### src/rtl/sprite_commit_ctrl_pkg.sv
// Sprite commit controller shared definitions.
// Table geometry, FSM encoding and object byte layout.
package sprite_commit_ctrl_pkg;

  localparam int DEF_N_SPRITES = 4;
  localparam int DEF_OBJ_BYTES = 4;
  localparam int DEF_AW        = 4;

  localparam int OFS_X    = 0;
  localparam int OFS_Y    = 1;
  localparam int OFS_TILE = 2;
  localparam int OFS_ATTR = 3;

  typedef enum logic [1:0] {
    ST_IDLE  = 2'd0,
    ST_ARMED = 2'd1,
    ST_COPY  = 2'd2
  } state_e;

  function automatic int tbl_size(input int n, input int b);
    return n * b;
  endfunction

endpackage

### src/rtl/sprite_stage_ram.sv
// Staging table: TBL x 8 register file.
// One sync write port, one async read port, cleared on reset.
module sprite_stage_ram #(
  parameter int TBL = 16,
  parameter int AW  = 4
) (
  input  logic          clk,
  input  logic          reset,
  input  logic          we_i,
  input  logic [AW-1:0] waddr_i,
  input  logic [7:0]    wdata_i,
  input  logic [AW-1:0] raddr_i,
  output logic [7:0]    rdata_o
);

  logic [7:0] mem_q [TBL];

  // byte write, whole table cleared by reset
  always_ff @(posedge clk) begin
    if (reset) begin
      for (int i = 0; i < TBL; i++) mem_q[i] <= '0;
    end else if (we_i) begin
      mem_q[waddr_i] <= wdata_i;
    end
  end

  assign rdata_o = mem_q[raddr_i];

endmodule

### src/rtl/sprite_commit_ctrl.sv
// Frame-synchronous sprite table commit scheduler.
// Copies staging bytes into the active table on vsync.
module sprite_commit_ctrl
  import sprite_commit_ctrl_pkg::*;
#(
  parameter int N_SPRITES = DEF_N_SPRITES,
  parameter int OBJ_BYTES = DEF_OBJ_BYTES,
  parameter int AW        = DEF_AW
) (
  input  logic          clk,
  input  logic          reset,
  input  logic          vsync,
  input  logic          host_wr_en,
  input  logic [AW-1:0] host_wr_addr,
  input  logic [7:0]    host_wr_data,
  output logic          host_wr_ready,
  input  logic          commit_arm,
  output logic          act_we,
  output logic [AW-1:0] act_waddr,
  output logic [7:0]    act_wdata,
  output logic          armed,
  output logic          busy,
  output logic          commit_done,
  output logic          frame_irq,
  output logic          overrun,
  output logic [7:0]    commit_cnt
);

  localparam int TBL = tbl_size(N_SPRITES, OBJ_BYTES);
  localparam logic [AW-1:0] LAST = AW'(TBL - 1);
  localparam logic [AW:0]   TBLW = (AW + 1)'(TBL);

  state_e        state_q, state_d;
  logic [AW-1:0] idx_q;
  logic          vsync_d_q;
  logic          arm_pend_q;
  logic          irq_q;
  logic          done_q;
  logic          ovr_q;
  logic [7:0]    cnt_q;

  logic          edge_w;
  logic          is_copy;
  logic          copy_last;
  logic          wr_ok;
  logic [7:0]    rdata;

  assign edge_w    = vsync & ~vsync_d_q;
  assign is_copy   = (state_q == ST_COPY);
  assign copy_last = is_copy && (idx_q == LAST);
  assign wr_ok     = host_wr_en & host_wr_ready
                   & ({1'b0, host_wr_addr} < TBLW);

  sprite_stage_ram #(
    .TBL (TBL),
    .AW  (AW)
  ) u_stage (
    .clk     (clk),
    .reset   (reset),
    .we_i    (wr_ok),
    .waddr_i (host_wr_addr),
    .wdata_i (host_wr_data),
    .raddr_i (idx_q),
    .rdata_o (rdata)
  );

  // state register
  always_ff @(posedge clk) begin
    if (reset) state_q <= ST_IDLE;
    else       state_q <= state_d;
  end

  // next-state logic
  always_comb begin
    state_d = state_q;
    unique case (state_q)
      ST_IDLE:  if (commit_arm) state_d = ST_ARMED;
      ST_ARMED: if (edge_w) state_d = ST_COPY;
      ST_COPY: begin
        if (copy_last)
          state_d = (arm_pend_q | commit_arm) ? ST_ARMED : ST_IDLE;
      end
      default:  state_d = ST_IDLE;
    endcase
  end

  // copy index, edge history, pulses and sticky counters
  always_ff @(posedge clk) begin
    if (reset) begin
      idx_q      <= '0;
      vsync_d_q  <= 1'b1;
      arm_pend_q <= 1'b0;
      irq_q      <= 1'b0;
      done_q     <= 1'b0;
      ovr_q      <= 1'b0;
      cnt_q      <= '0;
    end else begin
      vsync_d_q <= vsync;
      irq_q     <= edge_w & (state_q == ST_IDLE);
      done_q    <= copy_last;
      if (copy_last) cnt_q <= cnt_q + 8'd1;
      if (edge_w & is_copy) ovr_q <= 1'b1;
      if (is_copy && !copy_last) begin
        idx_q      <= idx_q + 1'b1;
        arm_pend_q <= arm_pend_q | commit_arm;
      end else begin
        idx_q      <= '0;
        arm_pend_q <= 1'b0;
      end
    end
  end

  // outputs; act_we is masked by reset so an aborted copy stops at once
  always_comb begin
    act_we        = is_copy & ~reset;
    act_waddr     = idx_q;
    act_wdata     = rdata;
    armed         = (state_q == ST_ARMED);
    busy          = is_copy;
    host_wr_ready = ~is_copy;
    commit_done   = done_q;
    frame_irq     = irq_q;
    overrun       = ovr_q;
    commit_cnt    = cnt_q;
  end

endmodule
### config.mk
export PLATFORM = sky130hd
export DESIGN_NAME = sprite_commit_ctrl
export DESIGN_NICKNAME = d
export VERILOG_FILES = /design/src/rtl/sprite_commit_ctrl_pkg.sv /design/src/rtl/sprite_stage_ram.sv /design/src/rtl/sprite_commit_ctrl.sv
export SDC_FILE = /design/constraint.sdc
export NUM_CORES = 1
export LEC_CHECK = 0
export CORE_MARGIN = 2
export CORE_UTILIZATION = 59
export CTS_CLUSTER_SIZE = 20
export DETAILED_ROUTE_END_ITERATION = 7
export GPL_ROUTABILITY_DRIVEN = 0
export PLACE_DENSITY_LB_ADDON = 0.2
export SYNTH_ARGS = -nofsm -noshare
export SYNTH_HDL_FRONTEND = slang
export SYNTH_HIERARCHICAL = 1
export SYNTH_SLANG_ARGS = --single-unit
### constraint.sdc
create_clock -name clk -period 2.7 [get_ports clk]
set_clock_uncertainty 0.2 [all_clocks]
set_input_delay 0.27 -clock clk [delete_from_list [all_inputs] [get_ports clk]]
set_output_delay 0.27 -clock clk [all_outputs]
set_load 0.01 [all_outputs]
# After elaboration in Yosys (flattened, before gate mapping)
# Memory sizes are Yosys's and may differ from the RTL's. A register that Yosys moved wholly into a read port is not among the register bits.
# Index checks and enable logic that the tools add are counted.
# word_totals
word_cells	48
ram_bits	128
output_inout_bits	27
ff_bits	19
n_memories	1
in_bits	17
# mem_list
name	words	word_bits	read_ports	rd_clocked_by_memory_dff	wr	line_no	rtl
u_stage.mem_q	16	8	1	1	16	sprite_stage_ram.sv:16	logic [7:0] mem_q [TBL];
# op_classes
add_sub_neg	2
n_reduce_logical	7
n_mux	14
eq_ne	6
bitwise_logic	10
# ops
op	n
adder 8 x 1 -> 8 bit (second input constant)	1
two-way mux 4 bit	2
two-way mux 8 bit	1
OR reduction 8 bit	1
two-way mux 1 bit	7
two-way mux 2 bit	3
one-hot mux 2 bit (3 select lines)	1
bitwise AND 1 bit	5
adder 4 x 1 -> 4 bit (second input constant)	1
equality test 4 bit (second input constant)	1
!= test 2 x 1 -> 1 bit (second input constant)	2
NOT 1 bit	4
AND reduction 3 bit	1
equality test 2 x 1 -> 1 bit (second input constant)	1
equality test 2 bit (second input constant)	1
logical AND 1 bit	2
logical NOT 2 bit	1
!= test 2 bit (second input constant)	1
OR reduction 2 bit	1
logical NOT 1 bit	1
bitwise OR 1 bit	1

# Logic depth before layout (Yosys ltp)
# Gate-level depths: netlist (run 1).
# logic_depth
depth_word	8
ltp_mapped	6
depth_no_buf	5

# Hierarchy
# Netlist (run 1), hierarchy kept.
# by_module_without_submodules
module	instances	area_per_inst_um2	cells_each
sprite_stage_ram	1	5861.9	375
sprite_commit_ctrl	1	797.0	85

# Least setup slack after synthesis (run 1)
# Ideal clock, no wire load.
# synth_path
kind	reg2reg
start	reg state_q[0]
end	mem u_stage.mem_q[0][0] (enable)
setup_time_ps	309
period_less_slack_ps	2429
path_stages_with_launch	7
setup_slack_ps	271
required_ps	2191
t_arrival_ps	1920
cell_sequence	dfxtp_1 > nand2b_1 > buf_2 > and2_1 > or4b_4 > nor3_2 > or2_2
# synth_lines
item	line_no	rtl
from (decl)	sprite_commit_ctrl.sv:33	state_e state_q, state_d;
from (signal assigned)	sprite_commit_ctrl.sv:70	else state_q <= state_d;
to (decl)	sprite_stage_ram.sv:16	

==> qor.csv, run 1 <==
stage,metric,value,unit
worst_setup_path,Critical path origin,act_waddr[0],
cts,CTS sink cnt,147,
die,# IOs,44,
outcome,status,finished clean,
timing,f_max,379,MHz
yosys,synth cell count leaders,"and2_1, edfxtp_1, mux4_2",
yosys,cell count after synthesis,460,
timing,Final Critical Period,2.64,ns
timing,hold slack,0.269,ns
global_routing,Top Usage Layer GRT,met2,
power_and_ir_drop,Int Power,0.00408,W
worst_setup_path,data required time at the worst endpoint,2.23,ns
yosys,Netlist cell types,40,
timing,"Setup violations, final",0,
power_and_ir_drop,Sw Ratio,20.0,%
yosys,Synth Area per Inst,14.5,sq um
yosys,most instantiated library cell after synthesis,and2_1,
hold_path,Hold EP,arm_pend_q,
yosys,async set-or-reset flop fraction in the synthesized netlist,0,%
timing,final hold viol count,0,
global_routing,first-pass GRT wire length,23.1,mm
worst_setup_path,reg2reg path depth,7,
layout,final core utilization,73.9,%
worst_setup_path,CP Max Fanout,16,
worst_setup_path,CP max-delay cell,mux4_2,
worst_setup_path,Arrival @ worst endpoint,2.17,ns
yosys,YS warnings,6,
route,drt first pass iters,5,
worst_setup_path,critical path type,reg -> out,
timing,relative slew slack,54.7,%
placement,pre-CTS WS,0.145,ns
yosys,top cell type's share of synthesized area,57.7,%
worst_setup_path,r2r startpoint,act_waddr[0],
die,Core ar.,10900,sq um
power_and_ir_drop,PD cells,632,nW/um^2
yosys,Post-Syn Area,6660,sq um
power_and_ir_drop,Seq pwr share,50.0,%
global_routing,vias in the first global route,4096,
die,area of the die,12200,sq um
power_and_ir_drop,leakage power,3.04,nW
worst_setup_path,kind of end point of the critical path,primary output,
timing,RSZ-0062 raised after global routing,yes,
worst_setup_path,reg2reg end,commit_cnt[4],
worst_setup_path,worst path bufs/invs,3,
layout,Nets,547,
global_routing,GRT met3 Usage,7.05,%
timing,worst slew pin tran,0.677,ns
cts,TritonCTS clock tree,built,
timing,crit share post-route,97.7,%
yosys,"top cells by area, synth","edfxtp_1, and2_1, mux4_2",
route,Total Wirelength,15.2,mm
yosys,Yosys top cell by area,edfxtp_1,
route,Via-to-Cell Ratio,6.07,
hold_path,worst hold path depth,2,
route,initial DRC count,345,
layout,share of cells above drive strength 1,23.3,%
die,Rows,38,
route,Routed wire per std cell,22.3,um
global_routing,gr usage total,27.2,%
global_routing,met1 Track Usage GR,38.4,%
layout,Antenna Cells,0,
die,Starting Density,60.9,%
job,max cap viols,0,
hold_path,HP Class,reg -> reg,
placement,buffers added on ports,43,
global_routing,initial antenna violation count,0,
cts,clock latency at the later pin of the worst-skew pair,0.41,ns
yosys,number of synthesized flops with an enable pin,128,
power_and_ir_drop,sw power,0.00102,W
yosys,Synth Net Count,479,
worst_setup_path,type of origin of the critical path,register,
cts,root buf cell,clkbuf_16,
route,vias,4131,
worst_setup_path,Crit path depth,6,
route,Antenna Nets Post-Route,0,
power_and_ir_drop,Clock Power Share,45.7,%
power_and_ir_drop,peak supply drop,0.000424,V
global_routing,met2 Use GR,41.8,%
route,DRC,0,
layout,"Area growth, synth to finish",21.3,%
worst_setup_path,"delay-heaviest family, CP",buffers and inverters,
worst_setup_path,worst reg2reg setup slack,0.32,ns
power_and_ir_drop,Total Power,0.00510,W
placement,DP HPWL,9.96,mm
worst_setup_path,Worst path max stage delay,0.50,ns
global_routing,grt ovf,0,
cts,Num CTS Buffers,17,
global_routing,maximum number of pins on one net before global-route repair,36,
yosys,Main synth FF type,edfxtp_1,
cts,H-tree levels,4,
hold_path,worst hold start,arm_pend_q,
die,Die Width,110,um
power_and_ir_drop,Combinational Power Share,4.3,%
cts,Clock Tree Buf Depth,2,
yosys,Yosys reg bits,147,
timing,fin. max-slew vios,0,
cts,clock slew at reported path FFs,0.06,ns
yosys,sequential share of the synthesized area,63.4,%
layout,fillers,684,
timing,min setup slack post-route,0.0618,ns
die,die height,110,um
worst_setup_path,CP Cell Sequence,"buf_12, buf_4, mux4_2, a22oi_2, nand2_1, dlygate4sd2_1",
## power by group through the flow
stage	Combinational, W	Clock, W	Sequential (W)
5_1_grt	0.000238	0.00246	0.00256
3_3_place_gp	0.000214	0	0.00259
4_1_cts	0.000221	0.00236	0.00255
3_5_place_dp	0.000220	0	0.00260
2_1_floorplan	0.000117	0	0.00258
6_report	0.000222	0.00233	0.00255
## area by class of cell
cell class | count | area [sq um] | area share, %
repair buffers | 72 | 677 | 8.38
well taps | 140 | 175 | 2.17
multi-input cells | 286 | 2370 | 29.4
flip-flops and latches | 147 | 4230 | 52.3
clock buffers | 26 | 574 | 7.11
inverters | 4 | 15.0 | 0.186
clock inverters | 6 | 35.0 | 0.434
## worst max path at each step
stage                          end
2_1_floorplan  u_stage/mem_q[0][0]
3_3_place_gp          act_wdata[1]
3_5_place_dp          act_wdata[1]
4_1_cts               act_wdata[3]
5_1_grt               act_wdata[7]
6_report              act_wdata[7]
## per-layer routing
layer	up-vias	share of wire, %
li1	1851	-
met1	2048	42
met2	210	47
met3	22	8.8
met4	0	2.1
met5	-	0
## metrics by stage
stage / cells / setup TNS, ns / instance area [sq um]
4_1_cts: 679 / 0 / 8060
6_report: 681 / 0 / 8080
2_1_floorplan: 460 / 0 / 6660
3_3_place_gp: 645 / 0 / 7380
3_5_place_dp: 645 / 0 / 7380
5_1_grt: 681 / -0.0118 / 8080
## repair_timing
item / 4_1_cts / 5_1_grt
pin swaps: 1 / 1
hold buffers: 0 / 0
gates resized for setup: 21 / 3
setup endpoints to repair: 8 / 2
setup buffers: 2 / 2
## sequential cells by signal, summed over array words and instances (netlist names), 2 cells and up
name	count
act_waddr	4
commit_cnt	8
u_stage/mem_q	128
state_q	2
## cell usage in the layout (no fill, tap or decap), drive strengths merged, types with 2 or more instances in the layout
master	instances
dfxtp	19
clkdlybuf4s50	35
buf	29
clkinv	6
a22oi	17
mux4	32
inv	4
or3	2
nand4bb	2
and2	130
nor2b	3
o21ai	2
nor2	19
or4	6
nand4	2
or2	17
ha	2
nand3	3
o31ai	6
edfxtp	128
nand2	12
nand4b	2
nor3	7
dlygate4sd2	7
clkbuf	26
a21oi	8
nand2b	4
## worst register-to-register path, stage by stage, from the launching register on
cell,delay (ns)
dfxtp_4,0.37
buf_12,0.18
buf_4,0.13
buf_4,0.11
ha_1,0.21
nand3_1,0.37
or4_1,0.60
a21oi_1,0.15
## cells by family (layout without fill, tap and decap cells)
| group | after synthesis | after routing | share of synthesized area, % |
|---|---|---|---|
| simple gates | 214 | 214 | 19.7 |
| flops | 147 | 147 | 63.4 |
| xor+xnor | 2 | 2 | 0.263 |
| buf+inv | 27 | 108 | 1.69 |
| compound gates | 36 | 36 | 3.74 |
| fa+ha+maj | 2 | 2 | 0.376 |
| mux | 32 | 32 | 10.8 |
Power figures use the tool's default switching activity.
==> inputs of run 2 (changes only) <==
--- a/config.mk
+++ b/config.mk
@@ -5,12 +5,14 @@
 export SDC_FILE = /design/constraint.sdc
 export NUM_CORES = 1
 export LEC_CHECK = 0
+export ABC_AREA = 1
 export CORE_MARGIN = 2
 export CORE_UTILIZATION = 59
 export CTS_CLUSTER_SIZE = 20
 export DETAILED_ROUTE_END_ITERATION = 7
 export GPL_ROUTABILITY_DRIVEN = 0
 export PLACE_DENSITY_LB_ADDON = 0.2
+export SKIP_CTS_REPAIR_TIMING = 1
 export SYNTH_ARGS = -nofsm -noshare
 export SYNTH_HDL_FRONTEND = slang
 export SYNTH_HIERARCHICAL = 1
==> run 2 against run 1 <==
- final cell count grew 52%
- register-to-register slack lost 0.08 ns
- global-route usage grew 0.92 points
- via count grew 36%
- hold slack lost 0.055 ns
- maximum frequency shrank 2.0%
==> qor.csv, run 2 <==
stage,metric,value,unit,change
outcome,status,finished clean,,
yosys,Post-Syn Area,7090,sq um,+6.5%
global_routing,first-pass GRT wire length,26.8,mm,+16%
timing,relative slew slack,60.9,%,+6.2 points
worst_setup_path,critical path type,reg -> out,,
die,area of the die,12900,sq um,+6.3%
yosys,number of synthesized flops with an enable pin,128,,unchanged
layout,"Area growth, synth to finish",18.1,%,
timing,crit share post-route,99.7,%,+2.0 points
power_and_ir_drop,Int Power,0.00390,W,-4.4%
power_and_ir_drop,leakage power,3.78,nW,+24%
route,Routed wire per std cell,17.1,um,-23%
global_routing,grt ovf,0,,unchanged
cts,Num CTS Buffers,17,,unchanged
power_and_ir_drop,Sw Ratio,21.3,%,+1.3 points
layout,"commonest non-fill, non-tap cell in the layout",nand2_1,,
timing,"Setup violations, final",0,,unchanged
timing,Total Neg Setup Slack,0,ns,unchanged
route,initial DRC count,775,,+120%
yosys,YS warnings,6,,unchanged
die,Core ar.,11900,sq um,+8.5%
yosys,Netlist cell types,28,,-30%
yosys,Yosys top cell by area,edfxtp_1,,
route,Antenna Nets Post-Route,0,,unchanged
yosys,synth cell count leaders,"nand2_1, nor2_1, edfxtp_1, inv_1, nand3_1",,
layout,share of cells above drive strength 1,9.37,%,-14 points
yosys,Main synth FF type,edfxtp_1,,
power_and_ir_drop,Combinational Power Share,6.3,%,+2.0 points
die,Starting Density,59.8,%,-1.1 points
timing,min setup slack post-route,0.00888,ns,-0.0530 ns
global_routing,gr usage total,28.1,%,+0.92 points
timing,hold slack,0.214,ns,-0.0545 ns
power_and_ir_drop,Seq pwr share,51.9,%,+1.9 points
yosys,cell count after synthesis,820,,+78%
placement,buffers added on ports,43,,unchanged
power_and_ir_drop,PD cells,592,nW/um^2,-6.3%
cts,Clock Tree Buf Depth,2,,unchanged
yosys,Yosys reg bits,147,,unchanged
cts,TritonCTS clock tree,built,,
hold_path,HP Class,in -> reg,,
route,Total Wirelength,17.7,mm,+17%
worst_setup_path,type of origin of the critical path,register,,
die,Rows,40,,+5.3%
die,# IOs,44,,unchanged
placement,DP HPWL,11.3,mm,+14%
route,Via-to-Cell Ratio,5.44,,-10%
global_routing,initial antenna violation count,0,,unchanged
job,max cap viols,0,,unchanged
timing,worst slew pin tran,0.584,ns,-0.0931 ns
route,vias,5615,,+36%
global_routing,vias in the first global route,5159,,+26%
yosys,top cell type's share of synthesized area,54.2,%,-3.5 points
cts,CTS sink cnt,147,,unchanged
layout,max reg flops,128,,unchanged
layout,Antenna Cells,0,,unchanged
worst_setup_path,data required time at the worst endpoint,2.23,ns,about the same
route,DRC,0,,unchanged
placement,pre-CTS WS,0.111,ns,-0.0340 ns
global_routing,maximum number of pins on one net before global-route repair,49,,+36%
worst_setup_path,CP Max Fanout,24,,+8
layout,most frequent cells in the layout,"nand2_1, nor2_1, edfxtp_1, inv_1, nand3_1",,
power_and_ir_drop,peak supply drop,0.000431,V,+1.5%
layout,Nets,892,,+63%
layout,final core utilization,70.7,%,-3.2 points
die,Die Width,114,um,+3.1%
yosys,Synth Net Count,839,,+75%
cts,clock latency at the later pin of the worst-skew pair,0.42,ns,about the same
yosys,Synth Area per Inst,8.65,sq um,-40%
yosys,most instantiated library cell after synthesis,nand2_1,,
power_and_ir_drop,sw power,0.00106,W,+3.6%
power_and_ir_drop,Clock Power Share,41.8,%,-3.9 points
yosys,sequential share of the synthesized area,59.5,%,-3.9 points
die,die height,114,um,+3.1%
placement,post-placement cell area,7720,sq um,+4.6%
cts,root buf cell,clkbuf_16,,
route,drt first pass iters,6,,+1
cts,H-tree levels,4,,unchanged
worst_setup_path,Arrival @ worst endpoint,2.22,ns,+0.05 ns
yosys,"top cells by area, synth","edfxtp_1, nand2_1, nor2_1",,
layout,Largest Register,u_stage/mem_q,,
timing,final hold viol count,0,,unchanged
worst_setup_path,kind of end point of the critical path,primary output,,
yosys,async set-or-reset flop fraction in the synthesized netlist,0,%,unchanged
timing,fin. max-slew vios,0,,unchanged
timing,Final Critical Period,2.69,ns,+0.0530 ns
layout,Final Cell Area,8380,sq um,+3.7%
timing,f_max,372,MHz,-2.0%
cts,clock slew at reported path FFs,0.05,ns,about the same
[run 2: changes by cell type in the layout (fill, tap and decap cells not counted), sizes merged, moves of 4 or more]
cell           change
and2             -130
or2               -16
nor2             +134
a22oi             -17
o31ai              -6
nand3            +102
buf                -6
dlygate4sd2        -7
inv              +126
or4                -6
mux4              -32
nand2b             -4
nand2            +214
clkdlybuf4s50      +5
[run 2: critical path: stages (launching register included)]
cell and delay, ns:
dfxtp_4 0.38, buf_4 0.16, clkbuf_16 0.19, nand2_1 0.08, nand3_1 0.11, nand3_1 0.11
nand3_1 0.13, nand2_1 0.11, clkdlybuf4s50_1 0.53
[run 2: power by group through the flow]
stage	combinational [W]	sequential [W]	clock (W)
after floorplan	0.000174	0.00261	0
after global placement	0.000294	0.00262	0
after detailed placement	0.000301	0.00262	0
after CTS	0.000303	0.00257	0.00210
after global routing	0.000339	0.00258	0.00220
final	0.000312	0.00257	0.00208
[run 2: routing by layer]
metal	up-vias	routed length, um	part of all wire [%]	track usage [%]
met3	45	2100	12	6.38
li1	2687	-	-	-
met4	0	473	2.7	11.6
met5	-	0	0	0
met1	2546	7000	40	38.9
met2	337	8110	46	43.6
[run 2: logic make-up after synthesis]
| kind of cell | synth area share (%) |
|---|---|
| XOR/XNOR | 0.123 |
| AO/OA/AOI/OAI | 0.758 |
| adder cells (fa/ha/maj) | 0.353 |
| buffers and inverters | 9.15 |
| flip-flops | 59.5 |
| AND/OR/NAND/NOR | 30.1 |
[run 2: per-stage QoR]
step	total power, W	instances
floorplan	0.00278	820
finish	0.00496	1033
CTS	0.00498	1027
global route	0.00512	1033
detailed placement	0.00292	995
global placement	0.00291	995
[run 2: layout make-up]
| cell class | count | area (sq um) |
|---|---|---|
| clock buffers | 25 | 495 |
| fillers | 895 | 3480 |
| inverters | 132 | 508 |
| clock inverters | 7 | 32.5 |
| flip-flops and latches | 147 | 4230 |
| well taps | 147 | 184 |
| repair buffers | 68 | 713 |
| multi-input cells | 507 | 2220 |
[run 2: path summary, 6_finish.rpt]
path	start	end	slack, ns	cells past startpoint
worst min register to register	state_q[0]	frame_irq	0.26	1
worst min-delay path	vsync	vsync_d_q	0.21	3
worst max-delay path	act_waddr[0]	act_wdata[7]	0.009	8
worst max register to register	state_q[0]	u_stage/mem_q[14][7]	0.24	8
==> inputs of run 3 (changes only) <==
--- a/config.mk
+++ b/config.mk
@@ -11,6 +11,7 @@
 export CTS_CLUSTER_SIZE = 20
 export DETAILED_ROUTE_END_ITERATION = 7
 export GPL_ROUTABILITY_DRIVEN = 0
+export MAX_ROUTING_LAYER = met4
 export PLACE_DENSITY_LB_ADDON = 0.2
 export SKIP_CTS_REPAIR_TIMING = 1
 export SYNTH_ARGS = -nofsm -noshare
==> run 3 against run 2 <==
- non-clock buffer count did not move
- sequential share of layout area did not move
- critical path type unchanged
- sequential cell count did not move
- critical path depth did not move
- die area did not move
- first-iteration DRC count rose by 11%
- setup slack improved by 0.0071 ns
- global-route usage rose by 0.82 points
==> qor.csv, run 3 (synthesis results as in run 2) <==
stage,metric,value,unit,change
cts,CTS sink cnt,147,,unchanged
global_routing,gr usage total,28.9,%,+0.82 points
timing,"Setup violations, final",0,,unchanged
worst_setup_path,kind of end point of the critical path,primary output,,
timing,Final Critical Period,2.68,ns,-0.00712 ns
cts,H-tree levels,4,,unchanged
global_routing,vias in the first global route,5161,,+0.039%
layout,final core utilization,70.7,%,unchanged
global_routing,maximum number of pins on one net before global-route repair,49,,unchanged
layout,most frequent cells in the layout,"nand2_1, nor2_1, edfxtp_1, inv_1, nand3_1",,
power_and_ir_drop,peak supply drop,0.000425,V,-1.4%
layout,Nets,892,,unchanged
route,Antenna Nets Post-Route,0,,unchanged
global_routing,grt ovf,0,,unchanged
layout,Largest Register,u_stage/mem_q,,
layout,Final Cell Area,8380,sq um,unchanged
layout,max reg flops,128,,unchanged
layout,post-route insts no fill,1033,,unchanged
timing,f_max,373,MHz,+0.27%
route,initial DRC count,862,,+11%
layout,fillers,895,,unchanged
cts,clock latency at the later pin of the worst-skew pair,0.41,ns,about the same
worst_setup_path,worst path bufs/invs,3,,unchanged
route,Routed wire per std cell,17.1,um,-0.34%
placement,Inst Count DP,995,,unchanged
die,area of the die,12900,sq um,unchanged
placement,DP HPWL,11.3,mm,unchanged
layout,share of cells above drive strength 1,9.37,%,unchanged
route,vias,5647,,+0.57%
outcome,status,finished clean,,
worst_setup_path,"delay-heaviest family, CP",buffers and inverters,,
die,Starting Density,59.8,%,unchanged
route,drt first pass iters,5,,-1
layout,Antenna Cells,0,,unchanged
layout,"Area growth, synth to finish",18.1,%,unchanged
route,DRC,0,,unchanged
cts,clock slew at reported path FFs,0.05,ns,about the same
worst_setup_path,CP Max Fanout,24,,unchanged
cts,Clock Tree Buf Depth,2,,unchanged
timing,crit share post-route,99.4,%,-0.26 points
worst_setup_path,Arrival @ worst endpoint,2.21,ns,about the same
cts,TritonCTS clock tree,built,,
power_and_ir_drop,PD cells,591,nW/um^2,-0.13%
layout,"commonest non-fill, non-tap cell in the layout",nand2_1,,
timing,final hold viol count,0,,unchanged
worst_setup_path,CP Cell Sequence,"buf_4, clkbuf_16, nand2_1, nand3_1, nand3_1, nand3_1, nand2_1, clkdlybuf4s50_1",,
global_routing,initial antenna violation count,0,,unchanged
worst_setup_path,cell repeated most along the worst path,nand3_1,,
power_and_ir_drop,Total Power,0.00496,W,-0.13%
timing,worst slew pin tran,0.563,ns,-0.0211 ns
worst_setup_path,data required time at the worst endpoint,2.23,ns,about the same
worst_setup_path,CP max-delay cell,clkdlybuf4s50_1,,
die,Die Width,114,um,unchanged
global_routing,first-pass GRT wire length,26.8,mm,about the same
power_and_ir_drop,leakage power,3.78,nW,unchanged
route,Total Wirelength,17.6,mm,-0.34%
cts,root buf cell,clkbuf_16,,
timing,relative slew slack,62.3,%,+1.4 points
timing,hold slack,0.219,ns,+0.00442 ns
worst_setup_path,type of origin of the critical path,register,,
placement,post-placement cell area,7720,sq um,unchanged
die,# IOs,44,,unchanged
placement,buffers added on ports,43,,unchanged
die,Core ar.,11900,sq um,unchanged
route,Via-to-Cell Ratio,5.47,,+0.57%
worst_setup_path,Worst path max stage delay,0.53,ns,about the same
hold_path,HP Class,in -> reg,,
job,max cap viols,0,,unchanged
timing,fin. max-slew vios,0,,unchanged
die,Rows,40,,unchanged
die,die height,114,um,unchanged
worst_setup_path,critical path type,reg -> out,,
cts,Num CTS Buffers,17,,unchanged
[run 3: cell counts in the layout (fill, tap and decap cells not counted)]
Identical to the previous run, type by type.
[run 3: metrics by stage]
step / setup slack, ns / TNS, ns
floorplan: 0.635 / 0
global placement: 0.144 / 0
detailed placement: 0.111 / 0
CTS: -0.0619 / -0.360
global route: -0.0308 / -0.0308
finish: 0.0160 / 0
[run 3: path summary, 6_finish.rpt]
| check | slack [ns] | start | end | cells past startpoint |
|---|---|---|---|---|
| max | 0.02 | act_waddr[0] | act_wdata[7] | 8 |
| min | 0.22 | vsync | vsync_d_q | 3 |
| max reg2reg | 0.26 | state_q[0] | u_stage/mem_q[14][7] | 8 |
| min reg2reg | 0.26 | state_q[0] | frame_irq | 1 |
[run 3: cell type report]
type	instances	area [sq um]	share of cell area, %
flip-flops and latches	147	4230	50.4
multi-input cells	507	2220	26.5
repair buffers	68	713	8.51
inverters	132	508	6.06
clock buffers	25	495	5.91
well taps	147	184	2.19
clock inverters	7	32.5	0.388
[run 3: where the power goes]
part | internal, W | total [W] | switching, W
Sequential | 0.00255 | 0.00257 | 0.0000264
Clock | 0.00126 | 0.00207 | 0.000813
Combinational | 0.0000997 | 0.000312 | 0.000213
[run 3: worst min-delay path, delay by kind of cell]
kind | cells | cell delay (ns)
buffers and inverters | 2 | 0.48
and+or+nand+nor | 1 | 0.04
[run 3: routing by layer]
metal	wire length, um	GRT usage (%)	share of wire (%)	vias to the layer above
met3	1900	6.00	11	32
met2	8200	43.6	47	313
met4	403	11.9	2.3	0
met5	0	-	0	-
li1	-	-	-	2692
met1	7130	38.9	40	2610
